## src/rtl/tdm_slot_demux_pkg.sv

```systemverilog
// Shared definitions for the TDM slot demultiplexer: state encodings,
// mux select constants and slot counter sizing.
package tdm_slot_demux_pkg;

  typedef enum logic [1:0] {
    ST_IDLE   = 2'd0,
    ST_SLOT_A = 2'd1,
    ST_SLOT_B = 2'd2
  } state_t;

  localparam logic SEL_A = 1'b0;
  localparam logic SEL_B = 1'b1;

  // A single-cycle slot still needs one counter bit so the port stays legal.
  function automatic int cnt_width(input int slot_cycles);
    return (slot_cycles <= 2) ? 1 : $clog2(slot_cycles);
  endfunction

endpackage

```

## src/rtl/tdm_slot_demux_slot_counter.sv

```systemverilog
// Counts clock cycles within one TDM slot and flags the final cycle.
// Self-clears on the last cycle so consecutive slots need no idle gap.
module tdm_slot_demux_slot_counter
  import tdm_slot_demux_pkg::*;
#(
  parameter int SLOT_CYCLES = 2
) (
  input  logic clk,
  input  logic rst_n,
  input  logic clear,
  input  logic run,
  output logic last
);

  localparam int CW = cnt_width(SLOT_CYCLES);
  localparam logic [CW-1:0] LAST_VAL = CW'(SLOT_CYCLES - 1);

  logic [CW-1:0] cnt;

  // The count only returns to zero by clear or at the slot end, never by overflow.
  always_ff @(posedge clk or negedge rst_n) begin
    if (!rst_n) begin
      cnt <= '0;
    end else if (clear) begin
      cnt <= '0;
    end else if (run) begin
      if (last) begin
        cnt <= '0;
      end else begin
        cnt <= cnt + 1'b1;
      end
    end
  end

  assign last = (cnt == LAST_VAL);

endmodule

```

## src/rtl/tdm_slot_demux.sv

```systemverilog
// Drives the upstream 2:1 mux select on an A/B slot schedule and captures the
// shared line at the end of each slot into two registered channel outputs.
module tdm_slot_demux
  import tdm_slot_demux_pkg::*;
#(
  parameter int WIDTH       = 1,
  parameter int SLOT_CYCLES = 2
) (
  input  logic             clk,
  input  logic             rst_n,
  input  logic             en,
  input  logic [WIDTH-1:0] mux_in,
  output logic             sel,
  output logic [WIDTH-1:0] ch_a,
  output logic [WIDTH-1:0] ch_b,
  output logic             valid_a,
  output logic             valid_b,
  output logic             frame_done,
  output logic             busy
);

  state_t state;
  logic   in_slot;
  logic   slot_last;

  assign in_slot = (state == ST_SLOT_A) || (state == ST_SLOT_B);

  tdm_slot_demux_slot_counter #(
    .SLOT_CYCLES(SLOT_CYCLES)
  ) u_slot_counter (
    .clk  (clk),
    .rst_n(rst_n),
    .clear(!in_slot),
    .run  (in_slot),
    .last (slot_last)
  );

  // sel and busy change on the same edge as state, so sel mirrors SLOT_B exactly.
  always_ff @(posedge clk or negedge rst_n) begin
    if (!rst_n) begin
      state      <= ST_IDLE;
      sel        <= SEL_A;
      busy       <= 1'b0;
      ch_a       <= '0;
      ch_b       <= '0;
      valid_a    <= 1'b0;
      valid_b    <= 1'b0;
      frame_done <= 1'b0;
    end else begin
      valid_a    <= 1'b0;
      valid_b    <= 1'b0;
      frame_done <= 1'b0;
      case (state)
        ST_IDLE: begin
          if (en) begin
            state <= ST_SLOT_A;
            sel   <= SEL_A;
            busy  <= 1'b1;
          end
        end
        ST_SLOT_A: begin
          if (slot_last) begin
            ch_a    <= mux_in;
            valid_a <= 1'b1;
            state   <= ST_SLOT_B;
            sel     <= SEL_B;
          end
        end
        ST_SLOT_B: begin
          if (slot_last) begin
            ch_b       <= mux_in;
            valid_b    <= 1'b1;
            frame_done <= 1'b1;
            sel        <= SEL_A;
            if (en) begin
              state <= ST_SLOT_A;
            end else begin
              state <= ST_IDLE;
              busy  <= 1'b0;
            end
          end
        end
        default: begin
          state <= ST_IDLE;
          sel   <= SEL_A;
          busy  <= 1'b0;
        end
      endcase
    end
  end

endmodule

```

## config.mk

```make
export PLATFORM = sky130hd
export DESIGN_NAME = tdm_slot_demux
export DESIGN_NICKNAME = d
export VERILOG_FILES = /design/src/rtl/tdm_slot_demux_pkg.sv /design/src/rtl/tdm_slot_demux_slot_counter.sv /design/src/rtl/tdm_slot_demux.sv
export SDC_FILE = /design/constraint.sdc
export NUM_CORES = 1
export LEC_CHECK = 0
export BUFFER_PORTS_ARGS = -buffer_cell sky130_fd_sc_hd__buf_2
export CORE_MARGIN = 3
export CORE_UTILIZATION = 30
export CTS_BUF_LIST = sky130_fd_sc_hd__clkbuf_8
export DETAILED_ROUTE_END_ITERATION = 7
export PLACE_DENSITY_LB_ADDON = 0.3
export SYNTH_ARGS = -nofsm -noshare
export SYNTH_HDL_FRONTEND = slang
export SYNTH_SLANG_ARGS = --single-unit
```

## constraint.sdc

```tcl
create_clock -name clk -period 1.46 [get_ports clk]
set_input_delay 0.292 -clock clk [delete_from_list [all_inputs] [get_ports clk]]
set_output_delay 0.292 -clock clk [all_outputs]
set_load 0.03 [all_outputs]
```

# Yosys cells after proc, flatten, opt, wreduce, memory -nomap -nowiden
# Cells that the tools add are included.
# totals
register_bits	9
input_bits	4
wordCells	40
# classes
add_sub_neg	1
n_eq_ne	6
n_mux	18
n_bitwise	1
reduce_logical	6
# op_table
operator	count
$mux W1	12
$mux W2	3
$pmux W1 S3	2
$pmux W2 S3	1
$ne A2 B1 Y1 const B	2
$ne A2 B2 Y1 const B	2
$reduce_and A2 Y1	2
$reduce_and A4 Y1	1
$reduce_and A3 Y1	1
$eq A2 B1 Y1 const B	1
$eq A2 B2 Y1 const B	1
$logic_not A2 Y1	1
$add A1 B1 Y1 const B	1
$logic_or A1 B1 Y1	1
$not A1 Y1	1

# Longest topological paths before layout
# logic_depth
word_depth	3
depth_mapped	5
ltp_nobuf	5

# Hierarchy
# Synthesis repeated with hierarchy kept, for this count alone.
# unflattened
cells_unflattened	37
area_unflattened_um2	421.7
# by_module_without_submodules
mod	n_inst	cells_per_inst	area_per_inst_um2
tdm_slot_demux	1	34	384.1
tdm_slot_demux_slot_counter	1	3	37.5

# Worst setup path after synthesis
# Ideal clock, no wire load.
# synth_path
kind	reg-to-reg
start	register sel (netlist name)
end	register sel
setup_time_ps	125
arrival_time_ps	1432
required_time_ps	1335
slack_ps	-97
path_stages_with_launch	6
path_buffers	0
synth_period_minus_slack_ps	1557
path_cell_list	dfrtp_1 -> inv_1 -> ha_1 -> nor2_2 -> o22ai_2 -> mux2_4
# synth_lines
element	line_no	rtl
to (signal assigned)	tdm_slot_demux.sv:42	sel <= SEL_A;
to (signal assigned)	tdm_slot_demux.sv:57	sel <= SEL_A;
to (signal assigned)	tdm_slot_demux.sv:66	sel <= SEL_B;
to (decl)	tdm_slot_demux.sv:13	output logic sel,

==> reports/metrics.cfg <==
[status]
status=finished, final reports clean

[critical_path]
cp_data_required_time_ps=1560
critPathKind=flip-flop to flip-flop
startpoint_type=flip-flop
cp_max_fo=4
endpoint_kind=flip-flop
cp.arrival_ps=1510
r2r_slack_ps=60

[synth]
synth_cells=33
ys_seq_elements=8
synthesis.nets=42
seq_area_frac_synth=0.494
synth_warnings=0
synth_area_per_cell_um2=12.3
syn-cell-area_um2=405
synth.distinct_cells=17

[place]
gp_congestion=0.691
dp_slack_ps=24.6
numPortBuffers=10
dpl_cell_area_um2=467
hpwl_um=531

[die]
core-area_um2=1190
die_x_um=42.8
die_h_um=42.8
die_area_um2=1830
start_util=0.342
row_count=12
io_pins=11

[sta]
min_period_over_period=0.961
hold_viol=0
fmax_ghz=0.713
skew_ps=0.669
max_slew_margin=0.866
setup_ws_ps=56.6
slew_viol_final=0
tightest_slew_ps=201
finalCriticalPeriod_ps=1400
setup_viol=0
hold_ws_ps=318

[global_route]
antenna_found_initial=0
gr-total-overflow=0
first_global_vias=284
grt_pass1_wl_um=1240
grt_max_degree=9
track_usage=0.100
top_usage_layer=met2
met1_usage=0.0851
use_met3=0.0678
met2_usage=0.171

[cells_and_area]
fin_area_um2=561
fin_nets=60
area_growth_pct=38.3
n_antenna_cell=0
layout_common_cells=buf_2 (10), dfrtp_1 (6)
layout_commonest_cell=buf_2
drive_gt1_frac=0.560

[power]
p_comb_frac=0.504
swShare=0.394
clock_power_share=0.202
intPower_mw=0.794
seqPwrFrac=0.294
max-vdd-ir-drop_v=0.000900
switchingPower_mw=0.515
total_power_mw=1.31
p_leak_nw=0.285
p_per_area_nw_per_um2=2340

[clock_network]
cts_root_buffer=clkbuf_8
path_clk_slew_ps=40
cts.sinks=8
cts_tree=yes
clk_latency_ps=220
cts_max_level=1
numCtsBuffers=3
cts_buffer_depth=2

[drt]
routedWlPerCell_um=11.5
routed_wl_um=735
vias_per_cell=4.39
firstDrtPassIters=1
post-route-drc-count=0
drtAntennaViolNets=0
drt_first_iter_violations=0
vias=281

[hold_path]
hp-class=input port to flip-flop

[flow_run]
maxCapViolCount=0

## final timing paths
kind | from | to | cells after the start
hold / removal | mux_in | ch_b | 2
min in group asynchronous | rst_n | ch_b | 2
setup / recovery | sel | sel | 5
setup reg to reg | sel | sel | 5
max in group asynchronous | rst_n | sel | 2
hold reg to reg | busy | busy | 2
## cells in the mapped netlist
cell type / instances / area (um2)
and2_2: 1 / 7.51
nor2_2: 1 / 6.26
dfrtp_1: 8 / 200
mux2_2: 2 / 22.5
and2b_1: 1 / 7.51
nor2_1: 2 / 7.51
o211ai_1: 1 / 7.51
o22ai_2: 1 / 12.5
nand2b_1: 1 / 6.26
ha_1: 5 / 62.6
mux2_4: 1 / 15.0
inv_1: 4 / 15.0
a21oi_1: 1 / 5.00
o2bb2ai_1: 1 / 8.76
a211oi_1: 1 / 7.51
and2_1: 1 / 6.26
buf_4: 1 / 7.51
## what timing repair did
action	CTS	global route
pin swaps	1	2
resized for setup	1	5
setup buffers	1	2
hold buffers	1	0
setup endpoints to repair	1	1
hold endpoints to repair	8	0
## final cells by class
cell class,instances,area (um2)
clock buffers,3,41.3
clock inverters,1,3.75
fillers,115,626
inverters,4,15.0
multi-input cells,20,198
flip-flops and latches,8,203
well taps,14,17.5
repair buffers,14,82.6
## kinds of logic after synthesis
logic type | count (synthesis) | synth area share
multiplexers | 3 | 0.0926
AO/OA/AOI/OAI | 5 | 0.102
flip-flops | 8 | 0.494
buffers and inverters | 5 | 0.0556
adder cells (fa/ha/maj) | 5 | 0.154
AND/OR/NAND/NOR | 7 | 0.102
## state kept, by name (all words and copies together), names as in the netlist
name,count
busy,1
ch_a,1
ch_b,1
frame_done,1
sel,1
state,1
u_slot_counter.last,1
valid_a,1
## through the flow
step / utilization / std cells / setup TNS [ps]
CTS: 0.448 / 62 / 0
floorplan: - / 33 / 0
finish: 0.473 / 64 / 0
global route: 0.473 / 64 / -7.43
global placement: 0.393 / 56 / 0
detailed placement: 0.393 / 56 / 0
## worst max-delay path, stage by stage (launching register included)
cell	delay, ps
dfrtp_2	420
inv_2	100
ha_1	210
nor2_2	70
o22ai_2	150
mux2_4	330
## metal layers
layer  up-vias  wire length (um)
met5         -                 0
met4         0                 8
met3         2                67
met2        11               398
met1       128               261
li1        140                 -
## power groups by stage
stage / Clock (mW) / Sequential, mW / Combinational (mW)
2_1_floorplan: 0 / 0.510 / 0.301
5_1_grt: 0.298 / 0.400 / 0.726
3_3_place_gp: 0 / 0.382 / 0.552
6_report: 0.264 / 0.385 / 0.660
4_1_cts: 0.275 / 0.386 / 0.599
3_5_place_dp: 0 / 0.388 / 0.562
No activity file was read; power rests on OpenSTA's default activity.
